[config.mk]
export PLATFORM = sky130hd
export DESIGN_NAME = alu_seq_ctrl_flat
export DESIGN_NICKNAME = d
export VERILOG_FILES = /design/src/rtl/alu_seq_ctrl_if.sv /design/src/rtl/alu_seq_ctrl.sv /design/src/flat_wrapper.sv
export SDC_FILE = /design/constraint.sdc
export NUM_CORES = 1
export LEC_CHECK = 0
export ABC_AREA = 1
export BUFFER_PORTS_ARGS = -buffer_cell sky130_fd_sc_hd__buf_2
export CORE_MARGIN = 8
export CORE_UTILIZATION = 50
export DETAILED_ROUTE_END_ITERATION = 16
export GPL_TIMING_DRIVEN = 0
export HOLD_SLACK_MARGIN = 0.15
export PLACE_DENSITY = 0.74
export SYNTH_ARGS = -nofsm -noshare
export SYNTH_HDL_FRONTEND = slang
export SYNTH_SLANG_ARGS = --single-unit
export TNS_END_PERCENT = 10
[constraint.sdc]
create_clock -name clk -period 1.12 [get_ports clk]
set_clock_uncertainty 0.05 [all_clocks]
set_input_delay 0.224 -clock clk [delete_from_list [all_inputs] [get_ports clk]]
set_output_delay 0.224 -clock clk [all_outputs]
set_load 0.01 [all_outputs]
[src/rtl/alu_seq_ctrl_if.sv]
// Instruction, ALU-operand and writeback signals of the ALU sequencer.
// The slave modport is the sequencer side; the master side issues instructions and provides the ALU.
interface alu_seq_ctrl_if;
  logic       in_valid;
  logic       in_ready;
  logic [3:0] in_op;
  logic [1:0] in_rd;
  logic [1:0] in_rs1;
  logic [1:0] in_rs2;
  logic       in_use_imm;
  logic [7:0] in_imm;
  logic [7:0] a;
  logic [7:0] b;
  logic [3:0] opcode;
  logic [7:0] out;
  logic       res_valid;
  logic [7:0] res_data;
  logic [1:0] res_rd;
  logic       res_err;

  modport slave (
    input  in_valid, in_op, in_rd, in_rs1, in_rs2, in_use_imm, in_imm, out,
    output in_ready, a, b, opcode, res_valid, res_data, res_rd, res_err
  );

  modport master (
    output in_valid, in_op, in_rd, in_rs1, in_rs2, in_use_imm, in_imm, out,
    input  in_ready, a, b, opcode, res_valid, res_data, res_rd, res_err
  );
endinterface

[src/rtl/alu_seq_ctrl.sv]
// Three-state sequencer around an external combinational ALU: fetch operands from a
// 4 x 8-bit register file, capture the ALU result, then write it back.
module alu_seq_ctrl (
  input  logic          clk,
  input  logic          rst_n,
  alu_seq_ctrl_if.slave bus
);

  typedef enum logic [1:0] {
    IDLE = 2'd0,
    EXEC = 2'd1,
    WB   = 2'd2
  } state_t;

  localparam logic [3:0] OP_DIV = 4'b0011;

  state_t     state_reg;
  state_t     state_next;

  logic [7:0] rf_reg [4];
  logic [7:0] a_reg;
  logic [7:0] b_reg;
  logic [3:0] opcode_reg;
  logic [1:0] rd_reg;
  logic [7:0] res_data_reg;
  logic [1:0] res_rd_reg;
  logic       res_err_reg;

  logic       accept;
  logic       capture;
  logic       wb_en;
  logic       div_zero;
  logic [7:0] rs1_val;
  logic [7:0] rs2_val;

  // Next-state and per-state strobes
  always_comb begin
    state_next = state_reg;
    accept     = 1'b0;
    capture    = 1'b0;
    wb_en      = 1'b0;
    case (state_reg)
      IDLE: begin
        if (bus.in_valid) begin
          accept     = 1'b1;
          state_next = EXEC;
        end
      end
      EXEC: begin
        capture    = 1'b1;
        state_next = WB;
      end
      WB: begin
        wb_en      = 1'b1;
        state_next = IDLE;
      end
      default: state_next = IDLE;
    endcase
  end

  always_ff @(posedge clk or negedge rst_n) begin
    if (!rst_n) begin
      state_reg <= IDLE;
    end else begin
      state_reg <= state_next;
    end
  end

  assign rs1_val  = rf_reg[bus.in_rs1];
  assign rs2_val  = rf_reg[bus.in_rs2];

  // Operands and opcode stay on the ALU inputs until the next accept.
  always_ff @(posedge clk or negedge rst_n) begin
    if (!rst_n) begin
      a_reg      <= '0;
      b_reg      <= '0;
      opcode_reg <= '0;
      rd_reg     <= '0;
    end else if (accept) begin
      a_reg      <= rs1_val;
      b_reg      <= bus.in_use_imm ? bus.in_imm : rs2_val;
      opcode_reg <= bus.in_op;
      rd_reg     <= bus.in_rd;
    end
  end

  assign div_zero = (opcode_reg == OP_DIV) && (b_reg == 8'h00);

  // Result registers hold between writebacks, so res_* stay stable while res_valid is low.
  always_ff @(posedge clk or negedge rst_n) begin
    if (!rst_n) begin
      res_data_reg <= '0;
      res_rd_reg   <= '0;
      res_err_reg  <= 1'b0;
    end else if (capture) begin
      res_data_reg <= div_zero ? 8'hFF : bus.out;
      res_rd_reg   <= rd_reg;
      res_err_reg  <= div_zero;
    end
  end

  genvar gi;
  generate
    for (gi = 0; gi < 4; gi++) begin : g_rf
      always_ff @(posedge clk or negedge rst_n) begin
        if (!rst_n) begin
          rf_reg[gi] <= '0;
        end else if (wb_en && (res_rd_reg == 2'(gi))) begin
          rf_reg[gi] <= res_data_reg;
        end
      end
    end
  endgenerate

  assign bus.in_ready  = (state_reg == IDLE);
  assign bus.a         = a_reg;
  assign bus.b         = b_reg;
  assign bus.opcode    = opcode_reg;
  assign bus.res_valid = (state_reg == WB);
  assign bus.res_data  = res_data_reg;
  assign bus.res_rd    = res_rd_reg;
  assign bus.res_err   = res_err_reg;

endmodule

[src/flat_wrapper.sv]
// flat-port wrapper written by rule: the top's interface ports become plain ports
module alu_seq_ctrl_flat 
  (clk, rst_n, bus_in_valid, bus_in_op, bus_in_rd, bus_in_rs1, bus_in_rs2, bus_in_use_imm, bus_in_imm, bus_out, bus_in_ready, bus_a, bus_b, bus_opcode, bus_res_valid, bus_res_data, bus_res_rd, bus_res_err);
  alu_seq_ctrl_if bus_i ();
  input  logic clk;
  input  logic rst_n;
  input wire logic [$bits(bus_i.in_valid)-1:0] bus_in_valid;
  input wire logic [$bits(bus_i.in_op)-1:0] bus_in_op;
  input wire logic [$bits(bus_i.in_rd)-1:0] bus_in_rd;
  input wire logic [$bits(bus_i.in_rs1)-1:0] bus_in_rs1;
  input wire logic [$bits(bus_i.in_rs2)-1:0] bus_in_rs2;
  input wire logic [$bits(bus_i.in_use_imm)-1:0] bus_in_use_imm;
  input wire logic [$bits(bus_i.in_imm)-1:0] bus_in_imm;
  input wire logic [$bits(bus_i.out)-1:0] bus_out;
  output wire logic [$bits(bus_i.in_ready)-1:0] bus_in_ready;
  output wire logic [$bits(bus_i.a)-1:0] bus_a;
  output wire logic [$bits(bus_i.b)-1:0] bus_b;
  output wire logic [$bits(bus_i.opcode)-1:0] bus_opcode;
  output wire logic [$bits(bus_i.res_valid)-1:0] bus_res_valid;
  output wire logic [$bits(bus_i.res_data)-1:0] bus_res_data;
  output wire logic [$bits(bus_i.res_rd)-1:0] bus_res_rd;
  output wire logic [$bits(bus_i.res_err)-1:0] bus_res_err;
  assign bus_i.in_valid = bus_in_valid;
  assign bus_i.in_op = bus_in_op;
  assign bus_i.in_rd = bus_in_rd;
  assign bus_i.in_rs1 = bus_in_rs1;
  assign bus_i.in_rs2 = bus_in_rs2;
  assign bus_i.in_use_imm = bus_in_use_imm;
  assign bus_i.in_imm = bus_in_imm;
  assign bus_i.out = bus_out;
  assign bus_in_ready = bus_i.in_ready;
  assign bus_a = bus_i.a;
  assign bus_b = bus_i.b;
  assign bus_opcode = bus_i.opcode;
  assign bus_res_valid = bus_i.res_valid;
  assign bus_res_data = bus_i.res_data;
  assign bus_res_rd = bus_i.res_rd;
  assign bus_res_err = bus_i.res_err;
  alu_seq_ctrl u_core (.clk(clk), .rst_n(rst_n), .bus(bus_i));
endmodule
==> results of run 1 <==
-- cells in the mapped netlist --
master	count	share of area, %
nor2_8	1	0.61
nor2_2	1	0.19
nand3_4	4	2.1
nand2_2	3	0.57
nand2_1	190	22
o21ai_1	17	2.6
buf_4	4	0.91
nor2_1	55	6.3
o21ai_0	32	4.9
inv_2	2	0.23
clkbuf_1	2	0.23
buf_6	6	2.1
dfrtp_1	67	51
buf_2	6	0.91
nand3_1	19	2.9
inv_1	25	2.9
-- cells by family (layout without fill, tap and decap cells) --
| group | Yosys count | count (layout) | share of synthesized area (%) |
|---|---|---|---|
| simple gates | 273 | 274 | 34.4 |
| compound gates | 49 | 49 | 7.46 |
| flops | 67 | 67 | 51.0 |
| buf+inv | 45 | 146 | 7.19 |
-- routing by layer --
layer | part of all wire, % | up-vias | track usage, %
li1 | - | 1538 | -
met1 | 42 | 1539 | 23.9
met2 | 48 | 117 | 32.0
met3 | 7.3 | 18 | 6.40
met4 | 2.2 | 0 | 7.46
met5 | 0 | - | 0
-- worst max-delay path, delay by kind of cell (launching register included) --
kind,cells,cell delay (ps)
buffers and inverters,1,110
flip-flops,1,480
AND/OR/NAND/NOR,1,150
-- path summary, 6_finish.rpt --
kind,end,depth (start not counted),slack [ps]
min in group clk,u_core.bus.b[2],5,170
min reg2reg,u_core.bus.a[3],2,430
max,bus_res_valid,2,-230
max reg2reg,u_core.rf_reg[15],6,-220
min,u_core.rf_reg[15],1,-70
max in group asynchronous,u_core.bus.res_rd[0],1,470
-- power by group --
| part | switching (W) | leakage, nW | internal [W] |
|---|---|---|---|
| Combinational | 0.00192 | 1.40 | 0.00148 |
| Sequential | 0.000787 | 0.830 | 0.00334 |
| Clock | 0.000873 | 0.0795 | 0.000851 |
| Total | 0.00358 | 2.31 | 0.00567 |
-- stage by stage --
stage / total power [W] / worst slack (ps) / TNS, ps / area (um^2) / hold WS, ps
final: 0.00925 / -234 / -9470 / 4350 / -73.9
after global routing: 0.00992 / -270 / -14790 / 4350 / 20.9
after CTS: 0.00890 / -224 / -10090 / 4110 / -23.4
after detailed placement: 0.00690 / -205 / -8060 / 3680 / 343
after global placement: 0.00677 / -647 / -41790 / 3680 / 368
after floorplan: 0.00581 / -82.8 / -2520 / 3290 / -122
-- repair_timing --
item | in CTS | in global routing
pin swaps | 1 | 2
resized for setup | 25 | 47
buffers inserted | 5 | 6
setup endpoints to repair | 96 | 99
endpoints found under the hold margin | 81 | 67
cloned | 2 | 2
-- layout make-up --
| type | count | share of cell area, % |
|---|---|---|
| sequential | 67 | 38.6 |
| multi-input combinational | 323 | 34.5 |
| timing repair buffer | 86 | 14.9 |
| buffer | 18 | 3.60 |
| clock buffer | 13 | 3.42 |
| inverter | 27 | 2.39 |
| tap | 77 | 2.22 |
| clock inverter | 2 | 0.288 |
==> run summary, run 1 <==
Peak VDD IR: 0.00124 V
global-route wire length before repair: 15,200 um
failing checks: hold timing, setup timing
antenna cells: 0
CTS tree: yes
Ports: 63
share of cells above drive strength 1: 26.9%
outcome: complete, but fails checks
CP endpoint kind: output pin
# rows: 29
Inserted Clock Buffers: 9
Synth Instances: 434
syn_area_per_cell: 7.58 um^2
routed wire length: 9400 um
Mapped Area: 0.00329 mm^2
drt first pass iters: 5
CTS hold repair buffers: 14
Port Buf Inserts: 58
worst setup path start: u_core.state_reg[0]
Hold Crit Class: primary input to asynchronous set/reset pin
crit path max fanout: 3
post-synthesis sequential area ratio: 51.0%
post-synth cell types: 16
DRT iter0 DRCs: 221
Clock Tree Buf Depth: 2
Setup-failing EPs final: 94
crit path kind: flip-flop to output pin
worst path arrival time: 1080 ps
All-Layer GR Usage: 19.8%
Max Clock Freq: 0.739 GHz
worst path required time: 850 ps
routed vias: 3,212
total of max-cap violations: 0
clk sinks: 67
Yosys reg bits: 67
register area: 0.00168 mm^2
grt ovf: 0
Clk Latency, worst-skew pair: 340 ps
Final #Nets: 562
Final Hold Viols: 67
RSZ-0062 raised after global routing: yes
Routed wire per std cell: 15.3 um
Ys Warns: 0
Clock Tree Root: clkbuf_8
initial antenna violation count: 0
CP max-delay cell: dfrtp_2
Startpoint Class: flip-flop
Post-Route Utilization: 68.5%
die width: 97.1 um
Core ar.: 0.00635 mm^2
max reg flops: 32
largest net degree at the start of global routing: 68
most frequent cells in the layout: nand2_1 (176), dfrtp_1 (64), nor2_1 (53), buf_2 (53)
period utilization: 121%
vias in the first global route: 3,160
Synth Net Count: 464
routed vias/inst: 5.24
slowest cell delay on critical path: 480 ps
Area Growth Syn to Fin: 32.2%
die area: 0.00943 mm^2
Hold Worst Slack: -73.9 ps
multi-input logic area: 0.00150 mm^2
Layout fillers: 498
dpl cells: 569
CP Cell Sequence: nor2_8 -> buf_6
Clk pin slew, worst setup/hold paths: 70 ps
final slew viol count: 0
Final WS setup: -234 ps
Initial Utilization: 51.8%
DRC: 0
Power Density: 2130 mW/mm^2
H-tree levels: 3
leakage power total: 2.31 nW
worst r2r src: u_core.state_reg[0]
Routed Antenna Nets: 0
DP HPWL: 6370 um
most common cell after layout, fill and taps aside: nand2_1
slew at the pin closest to its max-slew limit: 846 ps
slew margin rel.: 43.6%
RD Place Congestion: 0.928
Die Y: 97.1 um
Min Clock Period, post-route: 1350 ps
non-filler cells, final: 613
(Power assumes the default switching activity.)
==> inputs of run 2 (changes only) <==
--- a/config.mk
+++ b/config.mk
@@ -5,14 +5,13 @@
 export SDC_FILE = /design/constraint.sdc
 export NUM_CORES = 1
 export LEC_CHECK = 0
-export ABC_AREA = 1
-export BUFFER_PORTS_ARGS = -buffer_cell sky130_fd_sc_hd__buf_2
 export CORE_MARGIN = 8
-export CORE_UTILIZATION = 50
+export CORE_UTILIZATION = 55
 export DETAILED_ROUTE_END_ITERATION = 16
+export DONT_BUFFER_PORTS = 1
 export GPL_TIMING_DRIVEN = 0
 export HOLD_SLACK_MARGIN = 0.15
-export PLACE_DENSITY = 0.74
+export PLACE_DENSITY = 0.68
 export SYNTH_ARGS = -nofsm -noshare
 export SYNTH_HDL_FRONTEND = slang
 export SYNTH_SLANG_ARGS = --single-unit
==> constraint.sdc (replaced) <==
create_clock -name clk -period 1.5 [get_ports clk]
set_clock_uncertainty 0.05 [all_clocks]
set_input_delay 0.3 -clock clk [delete_from_list [all_inputs] [get_ports clk]]
set_output_delay 0.3 -clock clk [all_outputs]
set_load 0.01 [all_outputs]
==> run 2 against run 1 <==
  * The run still ends with hold timing, setup timing left
  * Die area fell by 15%
  * Final cell count fell by 48%
  * Wire length fell by 25%
  * Register-to-register slack improved by 130 ps
  * Critical path type is now flip-flop to flip-flop
  * Largest cell class unchanged
==> run summary, run 2 <==
outcome: complete, but fails checks
failing checks: hold timing, setup timing
complex-gate fraction of the synthesized area: 1.34% (-6.1 points)
Peak VDD IR: 0.000922 V (-25%)
most frequent cells in the layout: dfrtp_1 (66), mux2_2 (30), nand2_1 (24)
Final Hold Viols: 67 (unchanged)
worst path arrival time: 1760 ps (+680 ps)
Area Growth Syn to Fin: 20.8%
initial antenna violation count: 0 (unchanged)
Synth Instances: 210 (-52%)
non-filler cells, final: 321 (-48%)
Clock Tree Buf Depth: 2 (unchanged)
Gate power share: 25.3% (-12 points)
Area contributors post-synth: dfrtp_1 (56%), mux2_2 (17%), mux4_2 (12%)
Synth Net Count: 240 (-48%)
crit path kind: flip-flop to flip-flop
multiplexer area fraction after synthesis: 32.1% (+32 points)
Final #Nets: 274 (-51%)
# rows: 27 (-6.9%)
die width: 89.7 um (-7.6%)
H-tree levels: 3 (unchanged)
Routed Antenna Nets: 0 (unchanged)
Post-synth top cells: dfrtp_1 (67), mux2_2 (46), nand2_1 (24)
Clk pwr share: 22.6% (+4.0 points)
CTS hold repair buffers: 21 (+7)
routed vias: 1,879 (-42%)
most common cell after layout, fill and taps aside: dfrtp_1
leakage power total: 1.63 nW (-29%)
register area: 0.00168 mm^2 (-0.15%)
Post-Synth XOR/XNOR Area: 0% (unchanged)
max reg flops: 32 (unchanged)
Mapped Area: 0.00299 mm^2 (-9.1%)
RD Place Congestion: 0.838 (-9.6%)
worst path required time: 1670 ps (+820 ps)
area leader, netlist: dfrtp_1
grt ovf: 0 (unchanged)
Port Buf Inserts: 0 (-100%)
DRT iter0 DRCs: 104 (-53%)
Switch Pwr: 0.00202 W (-44%)
Inserted Clock Buffers: 9 (unchanged)
R2R setup slack: -90 ps (+130 ps)
crit path max fanout: 8 (+5)
routed wire length: 7040 um (-25%)
Routed wire per std cell: 21.9 um (+43%)
Ys Warns: 0 (unchanged)
Clk Latency, worst-skew pair: 340 ps (about the same)
multi-input logic area: 0.00134 mm^2 (-11%)
antenna cells: 0 (unchanged)
Post-synth ARST share: 100% (unchanged)
pre-CTS setup slack: -261 ps (-55.8 ps)
share of cells above drive strength 1: 37.3% (+10 points)
Hold Worst Slack: -402 ps (-328 ps)
post-synth cell types: 20 (+4)
Top FF cell, synth: dfrtp_1
RSZ-0062 raised after global routing: yes
largest net degree at the start of global routing: 68 (unchanged)
Setup-failing EPs final: 37 (-61%)
most frequent cell after synthesis: dfrtp_1
DP HPWL: 4700 um (-26%)
sequential share of power: 52.1% (+7.5 points)
die area: 0.00805 mm^2 (-15%)
CTS tree: yes
total of max-cap violations: 0 (unchanged)
Core ar.: 0.00537 mm^2 (-15%)
DRC: 0 (unchanged)
vias in the first global route: 2,057 (-35%)
Layout fillers: 358 (-28%)
EDFF count, synth: 0 (unchanged)
Synth Area in Simple Gates: 8.62% (-26 points)
drt first pass iters: 4 (-1)
Initial Utilization: 55.6% (+3.9 points)
routed vias/inst: 5.85 (+12%)
Clk pin slew, worst setup/hold paths: 70 ps (about the same)
dpl cells: 282 (-50%)
Int Pwr: 0.00444 W (-22%)
Max Clock Freq: 0.628 GHz
Hold Crit Class: primary input to asynchronous set/reset pin
All-Layer GR Usage: 17.9% (-1.8 points)
area share of fa/ha/maj cells after synthesis: 0% (unchanged)
Die Y: 89.7 um (-7.6%)
Min Clock Period, post-route: 1590 ps
Ports: 63 (unchanged)
switch share: 31.3% (-7.4 points)
Clock Tree Root: clkbuf_8
syn_area_per_cell: 14.2 um^2 (+88%)
clk sinks: 67 (unchanged)
Power Density: 1790 mW/mm^2 (-16%)
Startpoint Class: flip-flop
global-route wire length before repair: 11,400 um (-25%)
CP endpoint kind: flip-flop
slew at the pin closest to its max-slew limit: 581 ps (-266 ps)
largest family of logic cells by synthesized area: multiplexers
period utilization: 106%
Yosys reg bits: 67 (unchanged)
Synth top area share: 56.1% (+5.1 points)
post-synthesis sequential area ratio: 56.1% (+5.1 points)
Final WS setup: -93.5 ps (+140 ps)
slew margin rel.: 61.3% (+18 points)
final slew viol count: 0 (unchanged)
run 2: cell count changes in the layout (fill, tap and decap cells not counted), moves of 13 or more:
cell     previous run  this run
buf_2              53         3
buf_6              17         2
inv_1              24         1
mux2_2              0        30
mux2_4              0        16
mux4_2              0        16
nand2_1           176        24
nand2_2            14         0
nor2_1             53         9
o21ai_0            13         0
o21ai_1            24         0
run 2: area by class of cell:
cell class / count / share of cell area [%]
inverters: 1 / 0.104
plain buffers: 12 / 1.94
clock inverters: 5 / 1.46
repair buffers: 23 / 6.58
well taps: 72 / 2.49
multi-input cells: 130 / 37.0
clock buffers: 11 / 3.92
flip-flops and latches: 67 / 46.5
run 2: kinds of logic (layout without fill, tap and decap cells):
family | Yosys count | count (layout)
simple gates | 52 | 52
compound gates | 8 | 8
buf+inv | 13 | 52
flops | 67 | 67
mux | 70 | 70
run 2: worst paths after layout:
check | start | end | cells past startpoint
setup / recovery | u_core.state_reg[1] | u_core.rf_reg[26] | 4
hold / removal | rst_n | u_core.state_reg[0] | 0
setup reg to reg | u_core.state_reg[1] | u_core.rf_reg[26] | 4
hold reg to reg | u_core.rd_reg[1] | u_core.bus.res_rd[1] | 2
max in group asynchronous | rst_n | u_core.bus.b[6] | 0
min in group clk | bus_in_imm[5] | u_core.bus.b[5] | 2
run 2: what timing repair did:
action,in CTS,in global routing
resized for setup,14,14
setup buffers,1,1
endpoints found under the setup margin,62,64
endpoints found under the hold margin,88,67
pin swaps,1,0
gates cloned,0,0
run 2: through the flow:
step / utilization (%) / power (W) / TNS, ps / cell area, um^2
CTS: 65.9 / 0.00638 / -5820 / 3540
floorplan: - / 0.00433 / -166 / 2990
detailed placement: 57.4 / 0.00480 / -10090 / 3080
global route: 67.2 / 0.00684 / -4500 / 3610
global placement: 57.4 / 0.00464 / -8070 / 3080
finish: 67.2 / 0.00646 / -2150 / 3610
run 2: critical path, cell delays in order (launching register included):
cell	delay [ps]
dfrtp_1	410
nor2b_4	270
nor3b_4	250
buf_12	170
mux2_4	310
run 2: power groups by stage:
stage	combinational (W)	clock, W	sequential [W]
6_report	0.00164	0.00146	0.00337
5_1_grt	0.00176	0.00159	0.00350
4_1_cts	0.00155	0.00148	0.00334
3_5_place_dp	0.00143	0	0.00337
3_3_place_gp	0.00135	0	0.00329
2_1_floorplan	0.00120	0	0.00313
run 2: layer usage:
| layer | GRT usage [%] | wire length [um] | share of wire, % |
|---|---|---|---|
| met4 | 6.91 | 87 | 1.2 |
| met3 | 6.40 | 595 | 8.4 |
| met1 | 21.1 | 2880 | 41 |
| met5 | 0 | 0 | 0 |
| met2 | 29.3 | 3480 | 49 |
==> inputs of run 3 (changes only) <==
--- a/config.mk
+++ b/config.mk
@@ -5,6 +5,7 @@
 export SDC_FILE = /design/constraint.sdc
 export NUM_CORES = 1
 export LEC_CHECK = 0
+export ABC_AREA = 1
 export CORE_MARGIN = 8
 export CORE_UTILIZATION = 55
 export DETAILED_ROUTE_END_ITERATION = 16
==> run 3 against run 2 <==
  * The flow finishes with violations (hold timing)
  * Maximum frequency is 13% higher
  * Design area rose by 1.7%
  * Final cell count is 67% higher
  * Non-clock buffer count decreased by 3
  * Clock power shrank 16%
==> run summary, run 3 (synthesized netlist as in run 1, its figures left out) <==
outcome: complete, but fails checks
failing checks: hold timing
Final #Nets: 489 (+78%)
Final WS setup: 95.9 ps (+189 ps)
Power Density: 1650 mW/mm^2 (-8.0%)
global-route wire length before repair: 13,900 um (+22%)
Hold Worst Slack: -405 ps (-3.35 ps)
routed wire length: 8610 um (+22%)
die area: 0.00871 mm^2 (+8.2%)
CP endpoint kind: output pin
# rows: 28 (+3.7%)
setup_tns: 0 ps (+2150 ps)
CTS tree: yes
Min Clock Period, post-route: 1400 ps (-189 ps)
DP HPWL: 6070 um (+29%)
CTS hold repair buffers: 14 (-33%)
delay-heaviest family, CP: flip-flops
Clock Tree Root: clkbuf_8
antenna cells: 0 (unchanged)
drt first pass iters: 4 (unchanged)
CP Cell Sequence: nor2_8
Routed wire per std cell: 16.0 um (-27%)
CP max-delay cell: dfrtp_1
Routed Antenna Nets: 0 (unchanged)
period utilization: 93.6% (-13 points)
Max Clock Freq: 0.712 GHz (+13%)
All-Layer GR Usage: 20.6% (+2.6 points)
clk sinks: 67 (unchanged)
grt ovf: 0 (unchanged)
Ports: 63 (unchanged)
Startpoint Class: flip-flop
crit path kind: flip-flop to output pin
worst path arrival time: 1050 ps (-710 ps)
Setup-failing EPs final: 0 (-100%)
Inserted Clock Buffers: 9 (unchanged)
initial antenna violation count: 0 (unchanged)
routed vias/inst: 5.32 (-9.1%)
Peak VDD IR: 0.000939 V (+1.8%)
share of cells above drive strength 1: 8.66% (-29 points)
DRT iter0 DRCs: 262 (+150%)
worst path required time: 1150 ps (-520 ps)
WP buf/inv: 0 (-1)
Clock Tree Buf Depth: 2 (unchanged)
vias in the first global route: 2,759 (+34%)
max reg flops: 32 (unchanged)
RSZ-0062 raised after global routing: no
crit path max fanout: 5 (-3)
largest net degree at the start of global routing: 68 (unchanged)
DRC: 0 (unchanged)
Die Y: 93.3 um (+4.0%)
Hold Crit Class: primary input to asynchronous set/reset pin
RD Place Congestion: 0.894 (+6.7%)
Area Growth Syn to Fin: 11.6%
Clk Latency, worst-skew pair: 340 ps (about the same)
Layout fillers: 515 (+44%)
most frequent cells in the layout: nand2_1 (190), dfrtp_1 (67), nor2_1 (55)
slew at the pin closest to its max-slew limit: 481 ps (-99.3 ps)
slew margin rel.: 67.9% (+6.6 points)
Port Buf Inserts: 0 (unchanged)
Clk pin slew, worst setup/hold paths: 70 ps (about the same)
final slew viol count: 0 (unchanged)
Core ar.: 0.00585 mm^2 (+8.9%)
Final Hold Viols: 67 (unchanged)
total of max-cap violations: 0 (unchanged)
die width: 93.3 um (+4.0%)
pre-CTS setup slack: 61.4 ps (+322 ps)
slowest cell delay on critical path: 460 ps (+50 ps)
routed vias: 2,857 (+52%)
leakage power total: 1.91 nW (+17%)
most common cell after layout, fill and taps aside: nand2_1
H-tree levels: 3 (unchanged)
Tot Pwr: 0.00604 W (-6.4%)
Initial Utilization: 56.2% (+0.55 points)
## run 3: cell types whose count changed in the layout (fill, tap and decap cells not counted), sizes merged, moves of 8 or more
cell,previous run,this run
nand2,24,193
o21ai,0,49
nor2,9,57
mux2,46,0
inv,1,27
mux4,16,0
nand3,9,23
a21oi,8,0
mux2i,8,0
## run 3: timing repair
action                                  4_1_cts  5_1_grt
resized for setup                             0        1
endpoints found under the setup margin        0        1
setup buffers                                 0        0
endpoints found under the hold margin        81       67
## run 3: power by group
part / switching, W / internal [W]
Clock: 0.000653 / 0.000577
Combinational: 0.000953 / 0.000632
Sequential: 0.000744 / 0.00249
## run 3: area by class of cell
cell class / count / area, um^2 / share of cell area, %
Multi-Input combinational cell: 322 / 1380 / 37.5
Buffer: 18 / 135 / 3.68
Tap cell: 75 / 93.8 / 2.56
Clock buffer: 11 / 131 / 3.58
Timing Repair Buffer: 14 / 140 / 3.82
Sequential cell: 67 / 1680 / 45.7
Clock inverter: 3 / 17.5 / 0.477
Inverter: 27 / 101 / 2.76
## run 3: worst paths after layout
kind                                          start  slack, ps           endpoint  cells past startpoint
max in group asynchronous                     rst_n       1640    u_core.bus.a[1]                      0
min in group clk                      bus_in_imm[0]        150    u_core.bus.b[0]                      4
worst max-delay path            u_core.state_reg[0]        100      bus_res_valid                      1
worst min register to register     u_core.rd_reg[0]        440   u_core.rd_reg[0]                      2
worst min-delay path                          rst_n       -410  u_core.rf_reg[15]                      0
worst max register to register  u_core.state_reg[0]        110  u_core.rf_reg[14]                      5
## run 3: per-stage QoR
step           utilization (%)  instance area [um^2]  instances  hold WS, ps
2_1_floorplan                -                  3290        434        -45.6
3_3_place_gp              57.8                  3380        509        -42.7
3_5_place_dp              57.8                  3380        509        -43.1
4_1_cts                   62.7                  3670        537         -413
5_1_grt                   62.7                  3670        537         -421
6_report                  62.7                  3670        537         -405
## run 3: routing by layer
layer / wire length (um) / GRT usage [%] / vias to the layer above
li1: - / - / 1390
met1: 3520 / 25.5 / 1341
met2: 4220 / 32.1 / 104
met3: 651 / 5.61 / 22
met4: 221 / 10.9 / 0
met5: 0 / 0 / -
